### config.mk
export PLATFORM = sky130hd
export DESIGN_NAME = seg2bin_scanner
export DESIGN_NICKNAME = d
export VERILOG_FILES = /design/src/rtl/seg2bin_scanner.sv
export SDC_FILE = /design/constraint.sdc
export NUM_CORES = 1
export LEC_CHECK = 0
export ABC_AREA = 1
export CORE_MARGIN = 4
export CORE_UTILIZATION = 27
export CTS_CLUSTER_DIAMETER = 80
export DETAILED_ROUTE_END_ITERATION = 10
export GPL_ROUTABILITY_DRIVEN = 0
export PLACE_DENSITY_LB_ADDON = 0.08
export SLEW_MARGIN = 20
export SYNTH_ARGS = -nofsm -noshare
export SYNTH_HDL_FRONTEND = slang
export SYNTH_SLANG_ARGS = --single-unit
### constraint.sdc
create_clock -name clk -period 7.02 [get_ports clk]
set_clock_uncertainty 0.15 [all_clocks]
set_input_delay 1.404 -clock clk [delete_from_list [all_inputs] [get_ports clk]]
set_output_delay 1.404 -clock clk [all_outputs]
set_load 0.01 [all_outputs]
### src/rtl/seg2bin_scanner.sv
// seg2bin_scanner: read-back monitor for a time-multiplexed, active-low seven-segment bus.
// Each digit is captured once its pattern has settled, then complete frames are published.
module seg2bin_scanner #(
    parameter int DIGITS        = 4,
    parameter int STABLE_CYCLES = 4
) (
    input  logic                clk,
    input  logic                reset,
    input  logic [0:6]          SEV,
    input  logic [DIGITS-1:0]   AN,
    output logic [4*DIGITS-1:0] BIN_OUT,
    output logic [DIGITS-1:0]   DIGIT_ERR,
    output logic                VALID,
    output logic                FRAME_VALID
);
    localparam int CW = $clog2(STABLE_CYCLES + 1);
    localparam int IW = (DIGITS > 1) ? $clog2(DIGITS) : 1;

    typedef struct packed {
        logic       err;
        logic [3:0] val;
    } cap_t;

    typedef enum logic [1:0] {IDLE, TRACK, HOLD} state_t;

    logic [0:6]              sev_q, sev_p;
    logic [DIGITS-1:0]       an_q, an_p;
    state_t                  state, state_n;
    logic [CW-1:0]           cnt, cnt_n;
    logic                    capture, same, onehot, publish;
    logic [IW-1:0]           slot;
    cap_t                    cap;
    logic [DIGITS-1:0]       seen;
    cap_t [DIGITS-1:0]       shadow;

    function automatic cap_t decode(input logic [0:6] p);
        cap_t c;
        c.err = 1'b0;
        case (p)
            7'b0000001: c.val = 4'h0;
            7'b1001111: c.val = 4'h1;
            7'b0010010: c.val = 4'h2;
            7'b0000110: c.val = 4'h3;
            7'b1001100: c.val = 4'h4;
            7'b0100100: c.val = 4'h5;
            7'b0100000: c.val = 4'h6;
            7'b0001111: c.val = 4'h7;
            7'b0000000: c.val = 4'h8;
            7'b0001100: c.val = 4'h9;
            7'b0001000: c.val = 4'hA;
            7'b1100000: c.val = 4'hB;
            7'b0110001: c.val = 4'hC;
            7'b1000010: c.val = 4'hD;
            7'b0110000: c.val = 4'hE;
            7'b0111000: c.val = 4'hF;
            default: begin
                c.val = 4'h0;
                c.err = 1'b1;
            end
        endcase
        return c;
    endfunction

    assign cap     = decode(sev_q);
    assign same    = (sev_q == sev_p) && (an_q == an_p);
    assign onehot  = ($countones(~an_q) == 1);
    assign publish = &seen;

    always_comb begin
        slot = '0;
        for (int i = 0; i < DIGITS; i++)
            if (!an_q[i]) slot = IW'(i);
    end

    // One capture per dwell: HOLD waits for the pair to change before re-arming.
    always_comb begin
        state_n = state;
        cnt_n   = cnt;
        capture = 1'b0;
        case (state)
            IDLE: begin
                cnt_n = '0;
                if (onehot) begin
                    state_n = TRACK;
                    cnt_n   = CW'(1);
                end
            end
            TRACK: begin
                if (!onehot) begin
                    state_n = IDLE;
                    cnt_n   = '0;
                end else if (!same) begin
                    cnt_n = CW'(1);
                end else if (cnt >= CW'(STABLE_CYCLES - 1)) begin
                    capture = 1'b1;
                    state_n = HOLD;
                    cnt_n   = CW'(STABLE_CYCLES);
                end else begin
                    cnt_n = cnt + 1'b1;
                end
            end
            HOLD: begin
                if (!same) begin
                    if (onehot) begin
                        state_n = TRACK;
                        cnt_n   = CW'(1);
                    end else begin
                        state_n = IDLE;
                        cnt_n   = '0;
                    end
                end
            end
            default: begin
                state_n = IDLE;
                cnt_n   = '0;
            end
        endcase
    end

    always_ff @(posedge clk or posedge reset) begin
        if (reset) begin
            sev_q       <= '1;
            an_q        <= '1;
            sev_p       <= '1;
            an_p        <= '1;
            state       <= IDLE;
            cnt         <= '0;
            FRAME_VALID <= 1'b0;
            VALID       <= 1'b0;
        end else begin
            sev_q       <= SEV;
            an_q        <= AN;
            sev_p       <= sev_q;
            an_p        <= an_q;
            state       <= state_n;
            cnt         <= cnt_n;
            FRAME_VALID <= publish;
            VALID       <= VALID | publish;
        end
    end

    // Per-digit shadow, seen flag and published copy; a capture on the publish edge survives the clear.
    for (genvar i = 0; i < DIGITS; i++) begin : g_lane
        logic wr, sn;
        cap_t sh, pub;

        assign wr = capture && (slot == IW'(i));

        always_ff @(posedge clk or posedge reset) begin
            if (reset) begin
                sh  <= '0;
                sn  <= 1'b0;
                pub <= '0;
            end else begin
                if (wr) sh <= cap;
                sn <= wr | (sn & ~publish);
                if (publish) pub <= sh;
            end
        end

        assign shadow[i]          = sh;
        assign seen[i]            = sn;
        assign BIN_OUT[4*i +: 4]  = pub.val;
        assign DIGIT_ERR[i]       = pub.err;
    end

endmodule

==> run metrics, run 1 <==
total power 0.00101 W; post-CTS resize count 0; Initial Utilization 27.5%; Synth Cell Area 0.00329 mm²; Post-Syn Nets slightly above 400; Yosys warning total 0; Worst path top cell family by delay simple AND/OR/NAND/NOR gates; # IOs 35; fin crit share 43.0%; Core ar. 0.0120 mm²; CTS hold repair buffers 0; WL per Instance between 10 and 15 µm; maximum operating frequency between 300 and 400 MHz; CP Class reg -> reg; max incr delay on CP 0.57 ns; mean area per synthesized cell about 8.3 µm²; maximum VDD drop about 0.16 mV; largest net degree at the start of global routing 74; Final Non-Filler Cells slightly below 600; Seq/Total Area, Yosys 56.3%; GRT Total Usage 11.3%; Num Clock Sinks 73; Slew @ Worst Pin about 0.95 ns; Skew-Pair Late Insertion Delay 0.34 ns; vias in the first global route 2614; startpoint types register; Final Hold Vio Count 0; chip width 118 µm; Nets between 400 and 500; Port Buffer Count 34; CP Cell Sequence fa_1 > inv_1 > ha_1 > ha_1 > nor3b_2 > nand2_1 > nor2_2 > inv_1 > nor2_4 > nand3_1 > nand2_1; worst hold-check path type reg -> reg; Slew HR 36.7%; Finished Core Util 34.5%; Via density 4.31; drt pass-1 iters 4; diodes inserted 0; Hold Slack 0.243 ns; H-tree depth 3; Root Buffer clkbuf_16; share of layout cells above drive strength 1 12.5%; Cell Pwr Density 244 mW/mm²; Synth cell types 24; clk slew on worst S/H paths 0.05 ns; unrepaired setup endpoints after global routing no; antenna viol nets, final 0; CP Max Fanout 20; minimum clock period 3.02 ns; final setup violation count 0; fin. max-slew vios 0; DR iter-0 viols 87; Layout area overhead 25.1%; Placed Instances between 500 and 600; CP max-delay cell dfstp_2; status completed; Die Y-Extent roughly 120 µm; post-synthesis cell count just under 400; Placement Rows 40; Crit path buffers/inverters 2; die area 0.0140 mm²; max-cap violation count 0; Worst setup EP type register; drt drc 0; Setup TNS 0 ns; initial antenna violation count 0; Crit path arrival time 3.14 ns; Post-Route WL 7120 µm; buffers inserted by post-CTS timing repair 0; GR Overflow Total 0; Worst EP required 7.14 ns; vias post-DR 2533; Detail Placement HPWL 5000 µm; first-pass GRT wire length 12600 µm; Yosys reg bits 73; Num CTS Buffers 9; Static Leakage 2.15 nW; CTS Buffer Depth 2; CTS tree built
## path summary, 6_finish.rpt
check                           startpoint              end  slack, ns  depth (start not counted)
worst max-delay path               an_q[3]  g_lane[0].sh[1]       4.00                         11
worst min-delay path               an_q[0]          an_p[0]       0.24                          0
min in group asynchronous            reset      BIN_OUT[15]       1.54                          3
worst min register to register     an_q[0]          an_p[0]       0.24                          0
worst max register to register     an_q[3]  g_lane[0].sh[1]       4.00                         11
max in group asynchronous            reset           cnt[2]       4.58                          3
## registers in the layout (all words and copies together) (netlist names)
name / count
an_p: 4
FRAME_VALID: 1
g_lane.sn: 4
g_lane.sh: 20
sev_q: 7
BIN_OUT: 16
cnt: 3
DIGIT_ERR: 4
VALID: 1
an_q: 4
state: 2
sev_p: 7
## metrics by stage
stage / instance area, µm² / setup slack [ns]
6_report: 4120 / 4.00
5_1_grt: 4120 / 3.75
4_1_cts: 4120 / 4.00
3_5_place_dp: 3800 / 4.01
3_3_place_gp: 3800 / 4.05
2_1_floorplan: 3290 / 3.65
## report_power, final
| group | total [W] | switching, W | internal, W |
|---|---|---|---|
| registers | 0.000448 | 0.0000108 | 0.000437 |
| logic | 0.0000605 | 0.0000380 | 0.0000225 |
| clock network | 0.000499 | 0.000169 | 0.000330 |
| total | 0.00101 | 0.000218 | 0.000789 |
## cells in the mapped netlist
master	n	share of area (%)
dfstp_2	22	18
ha_1	4	1.5
a21oi_1	1	0.15
dfrtp_1	51	39
or2_2	2	0.38
fa_1	1	0.61
clkbuf_1	4	0.46
o21ai_0	8	1.2
nor2_1	27	3.1
nand4_1	5	0.95
xnor2_1	5	1.3
nor2_4	3	1.0
nor4_4	1	0.65
nor3_1	1	0.15
nand2_1	185	21
nand3b_1	1	0.23
nor3b_2	1	0.38
nor2_2	2	0.38
buf_6	2	0.68
nand3_2	2	0.61
nand3_1	30	4.6
inv_2	4	0.46
nand2_2	1	0.19
inv_1	32	3.6
## logic make-up after synthesis
group	after synthesis	synth area share, %
xor gates and xnor gates	5	1.33
adders and majority gates	5	2.13
AOI/OAI and AO/OA	9	1.37
and+or+nand+nor	261	33.6
DFF	73	56.3
buffers and inverters	42	5.24
## worst reg2reg max path: cells and delay by family (launching register included)
kind / cells / cell delay (ns)
simple gates: 6 / 1.27
fa+ha+maj: 3 / 0.78
flops: 1 / 0.57
buf+inv: 2 / 0.20
## cell type report
class	instances	area [µm²]
multi-input combinational	280	1270
tap	147	184
clock inverter	3	65.1
inverter	36	135
clock buffer	13	260
timing repair buffer	36	355
sequential	73	1850
fill	1256	7840
## layer usage
| metal | track usage (%) | vias up | routed length (µm) |
|---|---|---|---|
| li1 | - | 1300 | - |
| met1 | 13.8 | 1184 | 3400 |
| met2 | 18.1 | 39 | 3290 |
| met3 | 4.31 | 10 | 313 |
| met4 | 4.13 | 0 | 108 |
| met5 | 0 | - | 0 |
## cell usage in the layout, fill, tap and decap left out, drive strengths merged
cell	instances
nand3b	1
o21ai	8
nand4	5
clkdlybuf4s50	34
nor4	1
inv	36
ha	4
buf	2
dfstp	22
fa	1
clkinv	1
nor3b	1
a21oi	1
dfrtp	51
clkbuf	13
nand2	186
nor2	32
bufinv	2
nand3	32
or2	2
xnor2	5
nor3	1
No activity file was read; power rests on OpenSTA's default activity.
==> run 2, diff against run 1 <==
Clock period 7.02 ns to 2.5 ns, I/O delays scaled along.
==> run 2 against run 1 <==
Net effect:
- utilization is 1.9 points higher
- total power grew to 3.0 times the previous value
- sequential share of layout area is 2.3 points lower
- non-clock buffer count is 14 higher
- first-iteration DRC count is 49% higher
- sequential power grew to 2.8 times the previous value
- sequential cell count stayed put
- design area is 5.5% higher
- the run now ends with setup timing left
- critical endpoint is now g_lane[0].sh[4]
- combinational power grew to 3.4 times the previous value
==> run metrics, run 2 (synthesized netlist as in run 1, its figures left out) <==
diodes inserted 0; Post-Route M1 WL around 3500 µm; final setup violation count 8; Top Layer Used met4; Die Y-Extent 118 µm; Placed Instances between 500 and 600; vias in the first global route 2505; Skew-Pair Late Insertion Delay 0.33 ns; # IOs 35; maximum operating frequency between 300 and 400 MHz; Initial Utilization 27.5%; CTS Buffer Depth 2; CP Cell Sequence fa_1 > inv_1 > ha_2 > ha_4 > nor3b_4 > nand2_2 > nor2_4 > inv_2 > nor2_4 > buf_12 > nand3_1 > nand2_1; Nets 468; Slew HR around 58%; minimum clock period 2.53 ns; status finished with violations; Worst EP required between 2 and 3 ns; Final Hold Vio Count 0; CTS tree built; final setup margin -0.0265 ns; first-pass GRT wire length 12300 µm; Detail Placement HPWL 5150 µm; fin crit share 101%; Final Non-Filler Cells 602; Placement Cell Area 0.00395 mm²; Via density 4.24; largest net degree at the start of global routing 31; Slew @ Worst Pin 0.634 ns; Num CTS Buffers 9; failing checks setup timing; CP max-delay cell dfstp_2; chip width 118 µm; drt pass-1 iters 4; Port Buffer Count 34; fill cell count between 1000 and 1500; Crit path arrival time 2.65 ns; die area 0.0140 mm²; fin. max-slew vios 0; max incr delay on CP between 0.5 and 0.6 ns; Crit path buffers/inverters 3; antenna viol nets, final 0; Hold Slack 0.247 ns; total power roughly 0.0030 W; H-tree depth 3; Worst setup EP type register; WL per Instance 11.8 µm; share of layout cells above drive strength 1 16.9%; Core ar. 0.0120 mm²; CTS hold repair buffers 0; maximum VDD drop 0.435 mV; GRT Total Usage 11.0%; final instance area 0.00435 mm²; clk slew on worst S/H paths roughly 0.060 ns; Worst path top cell family by delay adder cells; initial antenna violation count 0; Setup TNS -0.110 ns; most frequent cells in the layout 183 x nand2_1, 51 x dfrtp_1, 34 x clkdlybuf4s50_1; Critical path origin an_q[1]; wire length on met3 250 µm; WL met2 3200 µm; DR iter-0 viols 130; Root Buffer clkbuf_16; Largest register FFs 20; Reg with most FFs g_lane.sh; CP Class reg -> reg; CP Max Fanout 20; hold_sp sev_q[0]; vias post-DR 2550; critical path's most frequent cell nor2_4; GR Overflow Total 0; unrepaired setup endpoints after global routing yes; Num Clock Sinks 73; Placement Rows 40; commonest non-fill, non-tap cell in the layout nand2_1; max-cap violation count 0; drt drc 0; startpoint types register; worst hold-check path type reg -> reg; Cell Pwr Density 687 mW/mm²; worst reg2reg path startpoint an_q[1]; Layout area overhead 31.9%; Static Leakage 2.26 nW; Post-Route WL about 7100 µm
[run 2: cell count changes in the layout (fill, tap and decap cells not counted), moves of 3 or more]
cell     change
o21ai_0      -4
buf_4        +7
buf_6        +4
buf_12       +3
[run 2: timing repair]
item | CTS | global route
endpoints found under the setup margin | 22 | 25
gates cloned | 0 | 0
gates resized for setup | 1 | 11
pin swaps | 6 | 0
setup buffers | 2 | 0
[run 2: cell type report]
class | instances | area (µm²) | area share [%]
sequential | 73 | 1850 | 42.7
tap | 147 | 184 | 4.23
clock inverter | 5 | 101 | 2.33
clock buffer | 11 | 253 | 5.81
timing repair buffer | 50 | 513 | 11.8
inverter | 36 | 135 | 3.11
multi-input combinational | 280 | 1310 | 30.1
[run 2: worst paths after layout]
kind / endpoint / slack, ns / cells after the start
setup / recovery: g_lane[0].sh[4] / -0.03 / 12
hold / removal: sev_p[0] / 0.25 / 0
setup reg to reg: g_lane[0].sh[4] / -0.03 / 12
hold reg to reg: sev_p[0] / 0.25 / 0
max in group asynchronous: an_p[2] / 1.25 / 3
min in group asynchronous: BIN_OUT[12] / 0.36 / 2
[run 2: per-layer routing]
metal / vias up / track usage (%)
met5: - / 0
met4: 0 / 4.78
met3: 12 / 2.92
met2: 34 / 16.6
met1: 1174 / 14.8
li1: 1330 / -
[run 2: power by group]
part	internal [W]	switching (W)	total, W
Clock	0.00103	0.000498	0.00152
Combinational	0.0000895	0.000118	0.000208
Sequential	0.00123	0.0000284	0.00125
Total	0.00234	0.000645	0.00299
[run 2: per-stage QoR]
| step | worst slack (ns) | utilization (%) |
|---|---|---|
| floorplan | 0.00460 | - |
| global placement | -0.186 | 33.0 |
| detailed placement | -0.219 | 33.0 |
| CTS | -0.0640 | 36.1 |
| global route | -0.174 | 36.3 |
| finish | -0.0265 | 36.3 |
==> run 3, diff against run 2 <==
Clock period 2.5 ns to 2.1 ns, I/O delays scaled along.
==> run 3 against run 2 <==
Net effect:
- the run still ends with setup timing left
- count of clock-buffer cells in the layout is 2 lower
- combinational power grew 36%
- worst hold slack better by 0.0017 ns
- maximum frequency is 1.3% lower
- first-iteration DRC count down 26%
- critical endpoint is now g_lane[3].sh[2]
- highest routed layer unchanged
==> run metrics, run 3 (synthesized netlist as in run 1, its figures left out) <==
Worst setup EP type register; hold_sp sev_q[0]; CTS tree built; CP Class reg -> reg; final setup margin -0.459 ns; WL met2 ~3200 µm; Worst EP required roughly 2.2 ns; Detail Placement HPWL a little over 5000 µm; Num CTS Buffers 9; status finished with violations; Core ar. approximately 0.012 mm²; Cell Pwr Density 739 mW/mm²; Post-Route M1 WL 3630 µm; Die Y-Extent 118 µm; Num Clock Sinks 73; DR iter-0 viols 96; Port Buffer Count 34; Via density approximately 4.3; unrepaired setup endpoints after global routing yes; Static Leakage 2.27 nW; first-pass GRT wire length 12700 µm; Slew HR 58.7%; die area 0.0140 mm²; Post-Route WL 7350 µm; Crit path arrival time between 2 and 3 ns; vias post-DR between 2000 and 3000; commonest non-fill, non-tap cell in the layout nand2_1; Final Hold Vio Count 0; initial antenna violation count 0; Placement Rows 40; drt drc 0; largest net degree at the start of global routing 74; CTS Buffer Depth 2; Critical path origin an_q[3]; Largest register FFs 20; H-tree depth 3; antenna viol nets, final 0; startpoint types register; max-cap violation count 0; max incr delay on CP 0.54 ns; maximum operating frequency 391 MHz; diodes inserted 0; wire length on met3 326 µm; WL per Instance 12.0 µm; drt pass-1 iters 4; Hold Slack 0.249 ns; Nets between 400 and 500; CP max-delay cell dfstp_2; GR Overflow Total 0; Root Buffer clkbuf_16; final setup violation count 29; failing checks setup timing; fin. max-slew vios 0; fin crit share 122%; # IOs 35; chip width 118 µm; CP Max Fanout 6; Initial Utilization 27.5%; Layout area overhead 35.9%; GRT Total Usage 11.3%; CP Cell Sequence fa_1 > inv_2 > ha_4 > ha_4 > nor3b_4 > nand2_2 > nor2_4 > inv_2 > nor2_4 > clkbuf_16 > nand3_2 > nand2_1; Top Layer Used met4; clk slew on worst S/H paths about 0.060 ns; share of layout cells above drive strength 1 23.8%; minimum clock period around 2.6 ns; worst reg2reg path startpoint an_q[3]; most frequent cells in the layout 176 x nand2_1, 51 x dfrtp_1, 34 x clkdlybuf4s50_1; maximum VDD drop ~0.4 mV; Finished Core Util 37.4%; Slew @ Worst Pin 0.618 ns; Skew-Pair Late Insertion Delay 0.34 ns; Reg with most FFs g_lane.sh; vias in the first global route 2554; worst hold-check path type reg -> reg
## run 3: repair_timing
item                                    4_1_cts  5_1_grt
hold buffers                                  0        0
endpoints found under the setup margin       28       29
buffers inserted                              3        4
pin swaps                                    13       23
gates resized for setup                      13       28
gates cloned                                  0        1
## run 3: area by class of cell
cell class              count  area, µm²
clock buffers               9        225
well taps                 147        184
repair buffers             58        593
clock inverters             7       71.3
flip-flops and latches     73       1850
multi-input cells         280       1410
inverters                  36        139
fillers                  1242       7480
## run 3: per-stage QoR
step / std cells / cell area [µm²] / total power, W / worst slack (ns) / setup TNS (ns)
CTS: 608 / 4330 / 0.00335 / -0.450 / -11.05
global placement: 589 / 3980 / 0.00176 / -0.481 / -11.93
global route: 610 / 4480 / 0.00348 / -0.564 / -14.27
detailed placement: 589 / 3980 / 0.00176 / -0.521 / -12.83
finish: 610 / 4480 / 0.00331 / -0.459 / -11.07
floorplan: 395 / 3320 / 0.00167 / -0.393 / -9.71
## run 3: path summary, 6_finish.rpt
| path | end | cells past startpoint | slack [ns] |
|---|---|---|---|
| min reg2reg | sev_p[0] | 0 | 0.25 |
| max in group asynchronous | an_p[1] | 3 | 1.06 |
| min in group asynchronous | BIN_OUT[14] | 3 | 0.39 |
| max | g_lane[3].sh[2] | 12 | -0.46 |
| max reg2reg | g_lane[3].sh[2] | 12 | -0.46 |
| min | sev_p[0] | 0 | 0.25 |
## run 3: layer usage
| metal | vias to the layer above | global-route usage (%) |
|---|---|---|
| met3 | 13 | 3.59 |
| met1 | 1195 | 15.3 |
| met5 | - | 0 |
| met4 | 0 | 5.00 |
| li1 | 1346 | - |
| met2 | 45 | 16.5 |
## run 3: power by group
part / switching, W / internal [W]
registers: 0.0000345 / 0.00146
clock network: 0.000616 / 0.000916
logic: 0.000157 / 0.000126
## run 3: worst max-delay path: cells and delay by family, from the launching register on
| family | cells | cell delay, ns |
|---|---|---|
| buffers and inverters | 3 | 0.33 |
| adder cells (fa/ha/maj) | 3 | 0.75 |
| flip-flops | 1 | 0.54 |
| AND/OR/NAND/NOR | 6 | 0.73 |
